`config.mk`:
```
export PLATFORM = sky130hd
export DESIGN_NAME = demux81_seq_flat
export DESIGN_NICKNAME = d
export VERILOG_FILES = /design/src/rtl/demux81_seq_if.sv /design/src/rtl/demux81_seq.sv /design/src/flat_wrapper.sv
export SDC_FILE = /design/constraint.sdc
export NUM_CORES = 1
export LEC_CHECK = 0
export CAP_MARGIN = 0
export CELL_PAD_IN_SITES_DETAIL_PLACEMENT = 1
export CELL_PAD_IN_SITES_GLOBAL_PLACEMENT = 1
export CORE_UTILIZATION = 34
export CTS_BUF_LIST = sky130_fd_sc_hd__clkbuf_2
export CTS_CLUSTER_DIAMETER = 60
export DETAILED_ROUTE_END_ITERATION = 10
export GPL_TIMING_DRIVEN = 0
export PLACE_DENSITY_LB_ADDON = 0.12
export SLEW_MARGIN = 15
export SYNTH_ARGS = -nofsm -noshare
export SYNTH_HDL_FRONTEND = slang
export SYNTH_SLANG_ARGS = --single-unit
```
`constraint.sdc`:
```
create_clock -name CLK -period 1.85 [get_ports CLK]
set_input_delay 0.37 -clock CLK [delete_from_list [all_inputs] [get_ports CLK]]
set_output_delay 0.37 -clock CLK [all_outputs]
set_load 0.01 [all_outputs]
```
`src/rtl/demux81_seq_if.sv`:
```
// Signal bundle between the traffic controller's select path and the 1:8 distribution registers.
// The controller (master) drives the code, select and strobe lines; the demux (slave) returns holding registers and frame status.
interface demux81_seq_if #(
  parameter int WIDTH = 5
);
  logic [WIDTH-1:0] D;
  logic             S1;
  logic             S2;
  logic             S3;
  logic             LD;
  logic             AUTO;
  logic             CLR;
  logic [WIDTH-1:0] Y1;
  logic [WIDTH-1:0] Y2;
  logic [WIDTH-1:0] Y3;
  logic [WIDTH-1:0] Y4;
  logic [WIDTH-1:0] Y5;
  logic [WIDTH-1:0] Y6;
  logic [WIDTH-1:0] Y7;
  logic [WIDTH-1:0] Y8;
  logic [7:0]       VLD;
  logic [2:0]       PTR;
  logic             DONE;
  logic             OVF;

  // Strobe protocol: each cycle LD is high at a rising edge is one write and needs no acknowledge.
  // CLR at the same edge wins, and the write is dropped.
  modport master (
    output D, S1, S2, S3, LD, AUTO, CLR,
    input  Y1, Y2, Y3, Y4, Y5, Y6, Y7, Y8, VLD, PTR, DONE, OVF
  );

  modport slave (
    input  D, S1, S2, S3, LD, AUTO, CLR,
    output Y1, Y2, Y3, Y4, Y5, Y6, Y7, Y8, VLD, PTR, DONE, OVF
  );
endinterface

```
`src/rtl/demux81_seq.sv`:
```
// Registered 1:8 demultiplexer with an auto-increment scan pointer.
// It steers one code into eight holding registers and reports slot validity, frame completion and overwrites.
module demux81_seq #(
  parameter int WIDTH = 5
) (
  input  logic         CLK,
  input  logic         RSTN,
  demux81_seq_if.slave bus
);

  logic [WIDTH-1:0] r_y [8];
  logic [7:0]       r_vld;
  logic [2:0]       r_ptr;
  logic             r_done;
  logic             r_ovf;

  logic [2:0]       w_sel;
  logic             w_wr;
  logic [7:0]       w_vld_nxt;

  always_comb begin
    w_sel     = bus.AUTO ? r_ptr : {bus.S3, bus.S2, bus.S1};
    w_wr      = bus.LD & ~bus.CLR;
    w_vld_nxt = r_vld;
    if (w_wr) begin
      w_vld_nxt = r_vld | (8'(1) << w_sel);
    end
  end

  always_ff @(posedge CLK or negedge RSTN) begin
    if (!RSTN) begin
      for (int i = 0; i < 8; i++) begin
        r_y[i] <= '0;
      end
      r_vld  <= 8'h00;
      r_ptr  <= 3'd0;
      r_done <= 1'b0;
      r_ovf  <= 1'b0;
    end else if (bus.CLR) begin
      // Frame clear leaves the Y registers alone so the lanes keep their last codes.
      r_vld  <= 8'h00;
      r_ptr  <= 3'd0;
      r_done <= 1'b0;
      r_ovf  <= 1'b0;
    end else begin
      // DONE fires only on the not-full to full transition, never on later overwrites.
      r_done <= (r_vld != 8'hFF) && (w_vld_nxt == 8'hFF);
      if (w_wr) begin
        r_y[w_sel] <= bus.D;
        r_vld      <= w_vld_nxt;
        if (r_vld[w_sel]) begin
          r_ovf <= 1'b1;
        end
        if (bus.AUTO) begin
          r_ptr <= r_ptr + 3'd1;
        end
      end
    end
  end

  assign bus.Y1   = r_y[0];
  assign bus.Y2   = r_y[1];
  assign bus.Y3   = r_y[2];
  assign bus.Y4   = r_y[3];
  assign bus.Y5   = r_y[4];
  assign bus.Y6   = r_y[5];
  assign bus.Y7   = r_y[6];
  assign bus.Y8   = r_y[7];
  assign bus.VLD  = r_vld;
  assign bus.PTR  = r_ptr;
  assign bus.DONE = r_done;
  assign bus.OVF  = r_ovf;

endmodule
```
`src/flat_wrapper.sv`:
```
// flat-port wrapper written by rule: the top's interface ports become plain ports
module demux81_seq_flat 
#(
  parameter int WIDTH = 5
)
  (CLK, RSTN, bus_D, bus_S1, bus_S2, bus_S3, bus_LD, bus_AUTO, bus_CLR, bus_Y1, bus_Y2, bus_Y3, bus_Y4, bus_Y5, bus_Y6, bus_Y7, bus_Y8, bus_VLD, bus_PTR, bus_DONE, bus_OVF);
  demux81_seq_if #(.WIDTH(WIDTH)) bus_i ();
  input  logic CLK;
  input  logic RSTN;
  input wire logic [$bits(bus_i.D)-1:0] bus_D;
  input wire logic [$bits(bus_i.S1)-1:0] bus_S1;
  input wire logic [$bits(bus_i.S2)-1:0] bus_S2;
  input wire logic [$bits(bus_i.S3)-1:0] bus_S3;
  input wire logic [$bits(bus_i.LD)-1:0] bus_LD;
  input wire logic [$bits(bus_i.AUTO)-1:0] bus_AUTO;
  input wire logic [$bits(bus_i.CLR)-1:0] bus_CLR;
  output wire logic [$bits(bus_i.Y1)-1:0] bus_Y1;
  output wire logic [$bits(bus_i.Y2)-1:0] bus_Y2;
  output wire logic [$bits(bus_i.Y3)-1:0] bus_Y3;
  output wire logic [$bits(bus_i.Y4)-1:0] bus_Y4;
  output wire logic [$bits(bus_i.Y5)-1:0] bus_Y5;
  output wire logic [$bits(bus_i.Y6)-1:0] bus_Y6;
  output wire logic [$bits(bus_i.Y7)-1:0] bus_Y7;
  output wire logic [$bits(bus_i.Y8)-1:0] bus_Y8;
  output wire logic [$bits(bus_i.VLD)-1:0] bus_VLD;
  output wire logic [$bits(bus_i.PTR)-1:0] bus_PTR;
  output wire logic [$bits(bus_i.DONE)-1:0] bus_DONE;
  output wire logic [$bits(bus_i.OVF)-1:0] bus_OVF;
  assign bus_i.D = bus_D;
  assign bus_i.S1 = bus_S1;
  assign bus_i.S2 = bus_S2;
  assign bus_i.S3 = bus_S3;
  assign bus_i.LD = bus_LD;
  assign bus_i.AUTO = bus_AUTO;
  assign bus_i.CLR = bus_CLR;
  assign bus_Y1 = bus_i.Y1;
  assign bus_Y2 = bus_i.Y2;
  assign bus_Y3 = bus_i.Y3;
  assign bus_Y4 = bus_i.Y4;
  assign bus_Y5 = bus_i.Y5;
  assign bus_Y6 = bus_i.Y6;
  assign bus_Y7 = bus_i.Y7;
  assign bus_Y8 = bus_i.Y8;
  assign bus_VLD = bus_i.VLD;
  assign bus_PTR = bus_i.PTR;
  assign bus_DONE = bus_i.DONE;
  assign bus_OVF = bus_i.OVF;
  demux81_seq #(.WIDTH(WIDTH)) u_core (.CLK(CLK), .RSTN(RSTN), .bus(bus_i));
endmodule
```
=== After elaboration in Yosys (flattened, before gate mapping) ===
Cells that the tools add are included.

* Register bits after elaboration: 53
* Input port bits: 13
* Output and inout port bits: 53
* Word-level logic and storage cells: 47

* Add/sub/neg operators: 1
* Order comparisons: 3
* Equality and inequality tests: 2
* Shift-type cells: 1
* Mux-type cells: 16
* Bitwise operators: 4
* Reductions and logical operators: 8

{| class="wikitable"
|+ Operators with widths
! operator !! number
|-
| 40-bit bitwise mux || 1
|-
| 8-bit two-way mux || 3
|-
| 5-bit demux with 3-bit select || 1
|-
| 3-bit two-way mux || 4
|-
| 8-bit == test, second input constant || 1
|-
| 8-bit inequality test, second input constant || 1
|-
| 8-bit OR || 1
|-
| 1-bit by 3-bit left shift with 8-bit output, first input constant || 1
|-
| 2-bit AND reduction || 3
|-
| 2-bit nonzero test || 3
|-
| 1-bit two-way mux || 5
|-
| 5-bit two-way mux || 1
|-
| 4-bit greater-or-equal comparator, second input constant || 1
|-
| 3-bit by 4-bit < comparator with 1-bit output, second input constant || 1
|-
| 4-bit by 1-bit < comparator with 1-bit output, second input constant || 1
|-
| 3-bit inverter with 4-bit output || 1
|-
| 3-bit by 1-bit adder with 3-bit output, second input constant || 1
|-
| 1-bit binary-select mux with 3-bit select || 1
|-
| 1-bit logical AND || 2
|-
| 1-bit AND || 1
|-
| 1-bit inverter || 1
|}

=== Logic depth before layout (Yosys ltp) ===
Gate-level depths: netlist (run 1).

* Depth in word-level cells: 7
* Gate-level depth with buffers: 6
* Gate-level depth less buffers: 5

=== Worst setup path before layout (run 1) ===
No wires, ideal clock.

* Path type: register to register
* From: register u_core.r_ptr[1], in the netlist u_core.bus.PTR[1]
* To: register u_core.r_done, in the netlist u_core.bus.DONE
* Library setup time: 111 ps
* Arrival time: 1695 ps
* Data required time: 1739 ps
* Path slack: 44 ps
* Cell stages (with the launch flop): 7
* Buffers on the path: 1
* Clock period less this slack: 1806 ps
* Path through: dfrtp_1 or3b_1 a211o_1 buf_6 a21oi_2 o2111ai_1 a2111oi_2

* Cells in the longest elaborated chain, start to end: 7

{| class="wikitable"
|+ Ends and longest elaborated chain
! element !! RTL line !! text
|-
| start: declaration || demux81_seq.sv:13 || <nowiki>logic [2:0] r_ptr;</nowiki>
|-
| start signal: assignment || demux81_seq.sv:55 || <nowiki>r_ptr <= r_ptr + 3'd1;</nowiki>
|-
| 3-bit two-way mux || demux81_seq.sv:22 || <nowiki>w_sel = bus.AUTO ? r_ptr : {bus.S3, bus.S2, bus.S1};</nowiki>
|-
| 1-bit by 3-bit left shift with 8-bit output || demux81_seq.sv:26 || <nowiki>w_vld_nxt = r_vld | (8'(1) << w_sel);</nowiki>
|-
| 8-bit OR || demux81_seq.sv:26 ||
|-
| 8-bit two-way mux || demux81_seq.sv:25 || <nowiki>if (w_wr) begin</nowiki>
|-
| 8-bit == test || demux81_seq.sv:47 || <nowiki>r_done <= (r_vld != 8'hFF) && (w_vld_nxt == 8'hFF);</nowiki>
|-
| 1-bit logical AND || demux81_seq.sv:47 ||
|-
| 1-bit two-way mux || demux81_seq.sv:39 || <nowiki>end else if (bus.CLR) begin</nowiki>
|-
| end signal: assignment || demux81_seq.sv:47 ||
|-
| end: declaration || demux81_seq.sv:14 || <nowiki>logic r_done;</nowiki>
|}

No other way between the ends.
A chain may end at the register's enable or synchronous reset.

=== Final worst setup path (run 1) ===
* From: input bus_S3
* To: register u_core.r_done, in the netlist u_core.bus.DONE

* Cells in the longest elaborated chain, start to end: 7

{| class="wikitable"
|+ Ends and longest elaborated chain
! element !! RTL line !! text
|-
| start: declaration || flat_wrapper.sv:13 || <nowiki>input wire logic [$bits(bus_i.S3)-1:0] bus_S3;</nowiki>
|-
| 3-bit two-way mux || demux81_seq.sv:22 ||
|-
| 1-bit by 3-bit left shift with 8-bit output || demux81_seq.sv:26 ||
|-
| 8-bit OR || demux81_seq.sv:26 ||
|-
| 8-bit two-way mux || demux81_seq.sv:25 ||
|-
| 8-bit == test || demux81_seq.sv:47 ||
|-
| 1-bit logical AND || demux81_seq.sv:47 ||
|-
| 1-bit two-way mux || demux81_seq.sv:39 ||
|}

No other way between the ends.

==> reports/metrics.csv, run 1 <==
metric,value,unit
status,"complete, but fails checks",
violations,setup timing,
synth-adder-area-share,0.00555,
final_core_util,0.519,
wire_per_inst,17.0,µm
nets,285,
fp.coreArea,6390,µm²
synth_top_family_by_area,multiplexers,
yosysSeqAreaShare,0.589,
hold_viol_final,0,
seq_area,1340,µm²
synth_enable_flop_cells,0,
via_per_inst,4.95,
required,2.21,ns
worst_slew_pin_slew,0.687,ns
r2r_end,u_core.bus.DONE$_DFF_PN0_,
tritoncts,yes,
clkSinkCount,53,
rsz0062_at_grt,true,
initial_utilization,0.353,
netlist_area,2250,µm²
powerDensity,899,nW/µm²
ios,66,
grt_remaining_overflow,0,
root_buffer,clkbuf_2,
grt_pass1_vias,1773,
fmax,536,MHz
min_path_type,input pin to async pin,
n_antenna_cell,0,
drv_cap,0,
n_fill_cell,672,
synthMuxAreaShare,0.203,
finClkSkew,0.0162,ns
setup_viol,1,
timing.reg2reg.setup_slack,-0.01,ns
routed_wl,5920,µm
synth_ff_type,dfrtp_1,
slew_headroom,0.542,
setup_ws,-0.0148,ns
avgSynthCellArea,12.5,µm²
drt_iter0_markers,64,
grt_use_total,0.178,
cp-end-kind,flop,
first_pass_iters,4,
yosys.area_share.xor_xnor,0.00777,
ant_nets,0,
multiInputGateArea,962,µm²
ir_drop,483,µV
grt_max_degree,54,
clock_tree.buffer_depth,2,
dieArea,6960,µm²
drv_slew,0,
fp-row-count,29,
syn_to_final_growth,47.0,%
synth_compound_area_frac,0.0555,
vias,1726,
drive_above_1_share,0.243,
r2r_cells,6,
post-place-ws,-0.898,ns
clk_latency,0.44,ns
synth-seq-cells,53,
setup-tns-final,-0.0148,ns
yosysUniqueCellTypes,39,
antenna_found_initial,0,
rr_startpoint,u_core.bus.PTR[1]$_DFFE_PN0P_,
dieHeight,83.4,µm
cts_buffers,5,
io_buffers,65,
ys_warn_count,0,
fin_crit_sh,1.01,
dp_hpwl,3870,µm
grt_pass1_wl,9670,µm
min_period,1.86,ns
synthCells,180,
start_kind,input pin,
yosys.area_share.simple,0.119,
syn-num-nets,194,
cp.arrival,2.23,ns
critical_path_class,input pin to flop,
cts.clk_slew.worst_paths,0.27,ns
cts_max_level,2,
gp_congestion,0.744,
path_max_fanout,5,
drc_errors,0,
p_leak,1.52,nW
postSynth.asyncResetShare,1.00,
die-width,83.4,µm
-- placed cells by master (no fill, tap or decap), types with 2 or more instances in the layout --
cell | Yosys | final
mux2i_1 | 4 | 4
clkdlybuf4s50_1 | 0 | 56
nor2_1 | 17 | 16
nand3_1 | 2 | 2
mux2_2 | 12 | 12
dlygate4sd2_1 | 0 | 4
nand4_1 | 2 | 2
dfrtp_1 | 53 | 46
buf_2 | 2 | 2
clkbuf_2 | 0 | 6
mux2_1 | 23 | 22
xor2_1 | 2 | 2
dlymetal6s2s_1 | 0 | 4
nand2_1 | 19 | 19
o22ai_1 | 2 | 2
buf_6 | 1 | 2
nor3_1 | 2 | 2
nand2b_1 | 2 | 2
a21oi_1 | 4 | 4
nor2_4 | 0 | 4
buf_4 | 0 | 18
inv_1 | 6 | 6
dfrtp_2 | 0 | 7
-- area by class of cell --
cell class	count	share of cell area
Tap cell	77	0.0291
Inverter	6	0.00680
Buffer	4	0.00756
Clock inverter	2	0.0117
Timing Repair Buffer	84	0.242
Clock buffer	6	0.00907
Multi-Input combinational cell	117	0.291
Sequential cell	53	0.403
-- state kept, by name, summed over array words and instances, names as in the netlist, 3 cells and up --
register	cells
u_core.bus.PTR	3
u_core.bus.VLD	8
u_core.bus.Y1	5
u_core.bus.Y2	5
u_core.bus.Y3	5
u_core.bus.Y4	5
u_core.bus.Y5	5
u_core.bus.Y6	5
u_core.bus.Y7	5
u_core.bus.Y8	5
-- Yosys cell counts (2+ instances only) --
library cell | n | area share
a21oi_1 | 4 | 0.0089
buf_2 | 2 | 0.0044
dfrtp_1 | 53 | 0.59
inv_1 | 6 | 0.010
mux2_1 | 23 | 0.11
mux2_2 | 12 | 0.060
mux2i_1 | 4 | 0.018
nand2_1 | 19 | 0.032
nand2b_1 | 2 | 0.0056
nand3_1 | 2 | 0.0044
nand4_1 | 2 | 0.0056
nor2_1 | 17 | 0.028
nor2_2 | 4 | 0.011
nor2b_1 | 2 | 0.0056
nor3_1 | 2 | 0.0044
o22ai_1 | 2 | 0.0056
xor2_1 | 2 | 0.0078
-- per-layer routing --
layer | routed length [µm] | track usage | vias up
met4 | 76 | 0.0524 | 0
met3 | 227 | 0.0328 | 7
li1 | - | - | 808
met1 | 2740 | 0.239 | 872
met2 | 2880 | 0.296 | 39
met5 | 0 | 0 | -
-- power breakdown --
group	switching [mW]	total, mW	internal (mW)	leakage [nW]
clock	0.376	0.613	0.237	0.0432
combinational	0.347	0.886	0.539	0.799
sequential	0.109	1.48	1.37	0.674
-- repair_timing --
item                       4_1_cts  5_1_grt
resized for setup               15       17
setup buffers                   16        2
hold buffers                     1        0
setup endpoints to repair       35       26
hold endpoints to repair        53        0
pin swaps                        6        3
-- critical path, stage by stage --
cell             delay, ns
clkdlybuf4s50_1       0.52
or3_1                 0.38
a211o_1               0.33
buf_6                 0.13
a21oi_4               0.12
o2111ai_2             0.13
a2111oi_2             0.23
-- per-stage QoR --
step | total power [mW] | hold slack [ns] | std cells | instance area, µm²
final | 2.98 | 0.458 | 349 | 3310
after global routing | 3.12 | 0.485 | 349 | 3310
after CTS | 3.00 | 0.472 | 347 | 3220
after detailed placement | 2.36 | 0.461 | 322 | 3000
after global placement | 2.34 | 0.458 | 322 | 3000
after floorplan | 1.81 | 0.0744 | 180 | 2250
-- worst max-delay path by stage --
stage / startpoint / end / slack (ns) / depth (start not counted)
after floorplan: u_core.bus.PTR[1]$_DFFE_PN0P_ / u_core.bus.DONE$_DFF_PN0_ / 0.04 / 6
final: bus_S3 / u_core.bus.DONE$_DFF_PN0_ / -0.01 / 7
after global routing: u_core.bus.PTR[1]$_DFFE_PN0P_ / u_core.bus.DONE$_DFF_PN0_ / -0.08 / 7
after detailed placement: bus_AUTO / u_core.bus.DONE$_DFF_PN0_ / -0.90 / 6
after CTS: u_core.bus.PTR[2]$_DFFE_PN0P_ / u_core.bus.DONE$_DFF_PN0_ / -0.11 / 6
after global placement: RSTN / u_core.bus.Y6[2]$_DFFE_PN0P_ / -1.28 / 1
-- cells by family (layout without fill, tap and decap cells) --
family                     after synthesis  in the layout
xor gates and xnor gates                 2              2
adders and majority gates                1              1
AOI/OAI and AO/OA                       17             17
and+or+nand+nor                         57             57
DFF                                     53             53
muxes                                   40             40
buffers and inverters                   10            102
Note: power is estimated with default switching activity, not from simulation.
==> run 2, diff against run 1 <==
--- a/config.mk
+++ b/config.mk
@@ -5,7 +5,6 @@
 export SDC_FILE = /design/constraint.sdc
 export NUM_CORES = 1
 export LEC_CHECK = 0
-export CAP_MARGIN = 0
 export CELL_PAD_IN_SITES_DETAIL_PLACEMENT = 1
 export CELL_PAD_IN_SITES_GLOBAL_PLACEMENT = 1
 export CORE_UTILIZATION = 34
@@ -13,7 +12,8 @@
 export CTS_CLUSTER_DIAMETER = 60
 export DETAILED_ROUTE_END_ITERATION = 10
 export GPL_TIMING_DRIVEN = 0
-export PLACE_DENSITY_LB_ADDON = 0.12
+export HOLD_SLACK_MARGIN = 0.08
+export PLACE_DENSITY_LB_ADDON = 0.1
 export SLEW_MARGIN = 15
 export SYNTH_ARGS = -nofsm -noshare
 export SYNTH_HDL_FRONTEND = slang
==> run 2 against run 1 <==
  * The run still ends with setup timing left
  * Maximum frequency fell by 4.2%
  * Final cell count rose by 0.57%
  * Clock-buffer cell count did not move
  * Critical path depth did not move
  * Register-to-register slack got worse by 0.07 ns
==> reports/metrics.csv, run 2 (synthesis gave the netlist of run 1 again) <==
metric,value,unit
status,"complete, but fails checks",
violations,setup timing,
setup_viol,1,
dp_hpwl,3980,µm
required,2.18,ns
clkSinkCount,53,
drv_slew,0,
grt_pass1_vias,1758,
gp_congestion,0.745,
fp.coreArea,6390,µm²
vias,1710,
final_cell_mix,"58 x clkdlybuf4s50_1, 46 x dfrtp_1, 23 x mux2_1",
crit_path_start,bus_S2,
ir_drop,525,µV
cp-end-kind,flop,
fin_crit_sh,1.05,
place_area,3000,µm²
path_cells,clkdlybuf4s50_1 > or3_1 > a211o_1 > buf_6 > a21oi_4 > o2111ai_2 > a2111oi_2,
cp_slowest_cell,clkdlybuf4s50_1,
fmax,514,MHz
dieHeight,83.4,µm
initial_utilization,0.353,
critical_path.top_delay_family,compound AO/OA/AOI/OAI gates,
hold_viol_final,0,
cp.arrival,2.28,ns
slowest_delay,0.47,ns
ant_nets,0,
cts.clk_slew.worst_paths,0.24,ns
drc_errors,0,
use_met3,0.0368,
worst_slew_pin_slew,0.674,ns
path_max_fanout,7,
largest_reg_flops,8,
grt_max_degree,54,
drt_iter0_markers,28,
ios,66,
critical_path_class,input pin to flop,
die-width,83.4,µm
dieArea,6960,µm²
finClkSkew,0.0159,ns
slew_headroom,0.551,
final_core_util,0.510,
grt_pass1_wl,9320,µm
rsz0062_at_grt,true,
first_pass_iters,4,
grt_use_total,0.172,
start_kind,input pin,
min_period,1.95,ns
layout_commonest_cell,clkdlybuf4s50_1,
fp-row-count,29,
cts_buffers,5,
groute.layer.met2.usage,0.287,
p_leak,1.50,nW
use_met1,0.230,
io_buffers,65,
routed_wl,5850,µm
drv_cap,0,
n_antenna_cell,0,
via_per_inst,4.87,
nets,287,
wire_per_inst,16.7,µm
min_path_type,input pin to async pin,
top_usage_layer,met2,
root_buffer,clkbuf_2,
setup_ws,-0.0958,ns
cts_max_level,2,
fin_area,3260,µm²
path_buf_inv,2,
drive_above_1_share,0.226,
clk_latency,0.43,ns
rr_startpoint,u_core.bus.PTR[1]$_DFFE_PN0P_,
antenna_found_initial,0,
syn_to_final_growth,44.5,%
clock_tree.buffer_depth,2,
powerDensity,902,nW/µm²
tritoncts,yes,
setup-tns-final,-0.0958,ns
grt_remaining_overflow,0,
## run 2: changes by cell type in the layout (fill, tap and decap cells not counted), sizes merged
cell | previous run | this run
clkdlybuf4s50 | 56 | 58
dlygate4sd2 | 4 | 2
buf | 22 | 24
## run 2: worst reg2reg max path, stage by stage, from the launching register on
cell and delay [ns]:
dfrtp_2 0.48, or3b_4 0.40, a211o_1 0.29, buf_6 0.15, a21oi_4 0.15, o2111ai_2 0.15, a2111oi_2 0.22
## run 2: per-stage QoR
stage | total power [mW] | hold WS, ns | cells | worst slack (ns)
3_3_place_gp | 2.34 | 0.463 | 322 | -1.27
4_1_cts | 2.98 | 0.485 | 348 | -0.0681
2_1_floorplan | 1.81 | 0.0744 | 180 | 0.0440
5_1_grt | 3.09 | 0.505 | 351 | -0.153
6_report | 2.94 | 0.476 | 351 | -0.0958
3_5_place_dp | 2.37 | 0.452 | 322 | -0.951
## run 2: what timing repair did
action,in CTS,in global routing
hold endpoints to repair,53,0
endpoints found under the setup margin,35,21
resized for setup,12,5
hold buffers,1,0
pin swaps,1,0
setup buffers,17,3
## run 2: final timing paths
kind / end / slack [ns] / cells after the start
max: u_core.bus.DONE$_DFF_PN0_ / -0.1 / 7
min: u_core.bus.Y4[0]$_DFFE_PN0P_ / 0.48 / 2
max reg2reg: u_core.bus.DONE$_DFF_PN0_ / -0.08 / 6
min reg2reg: u_core.bus.Y3[3]$_DFFE_PN0P_ / 0.52 / 2
max in group asynchronous: u_core.bus.PTR[0]$_DFFE_PN0P_ / 0.90 / 2
min in group CLK: u_core.bus.Y3[3]$_DFFE_PN0P_ / 0.52 / 2
## run 2: final cells by class
| class | instances | area, µm² |
|---|---|---|
| multi-input combinational | 117 | 898 |
| inverter | 6 | 22.5 |
| sequential | 53 | 1340 |
| clock inverter | 2 | 33.8 |
| fill | 698 | 3130 |
| buffer | 4 | 25.0 |
| tap | 77 | 96.3 |
| clock buffer | 6 | 30.0 |
| timing repair buffer | 86 | 816 |
## run 2: where the power goes
part           internal (mW)  switching [mW]  total, mW
combinational          0.536           0.345      0.881
clock                  0.230           0.348      0.579
sequential              1.37           0.109       1.48
## run 2: routing by layer
metal / up-vias / share of wire / wire, µm
met2: 37 / 0.49 / 2890
met4: 0 / 0.0099 / 58
met1: 857 / 0.46 / 2670
met3: 7 / 0.038 / 225
met5: - / 0 / 0
li1: 809 / - / -
==> run 3, diff against run 2 <==
--- a/config.mk
+++ b/config.mk
@@ -9,7 +9,7 @@
 export CELL_PAD_IN_SITES_GLOBAL_PLACEMENT = 1
 export CORE_UTILIZATION = 34
 export CTS_BUF_LIST = sky130_fd_sc_hd__clkbuf_2
-export CTS_CLUSTER_DIAMETER = 60
+export CTS_CLUSTER_DIAMETER = 100
 export DETAILED_ROUTE_END_ITERATION = 10
 export GPL_TIMING_DRIVEN = 0
 export HOLD_SLACK_MARGIN = 0.08
==> results of run 3 <==
Final layout, timing and power as in run 2 (identical DEF).
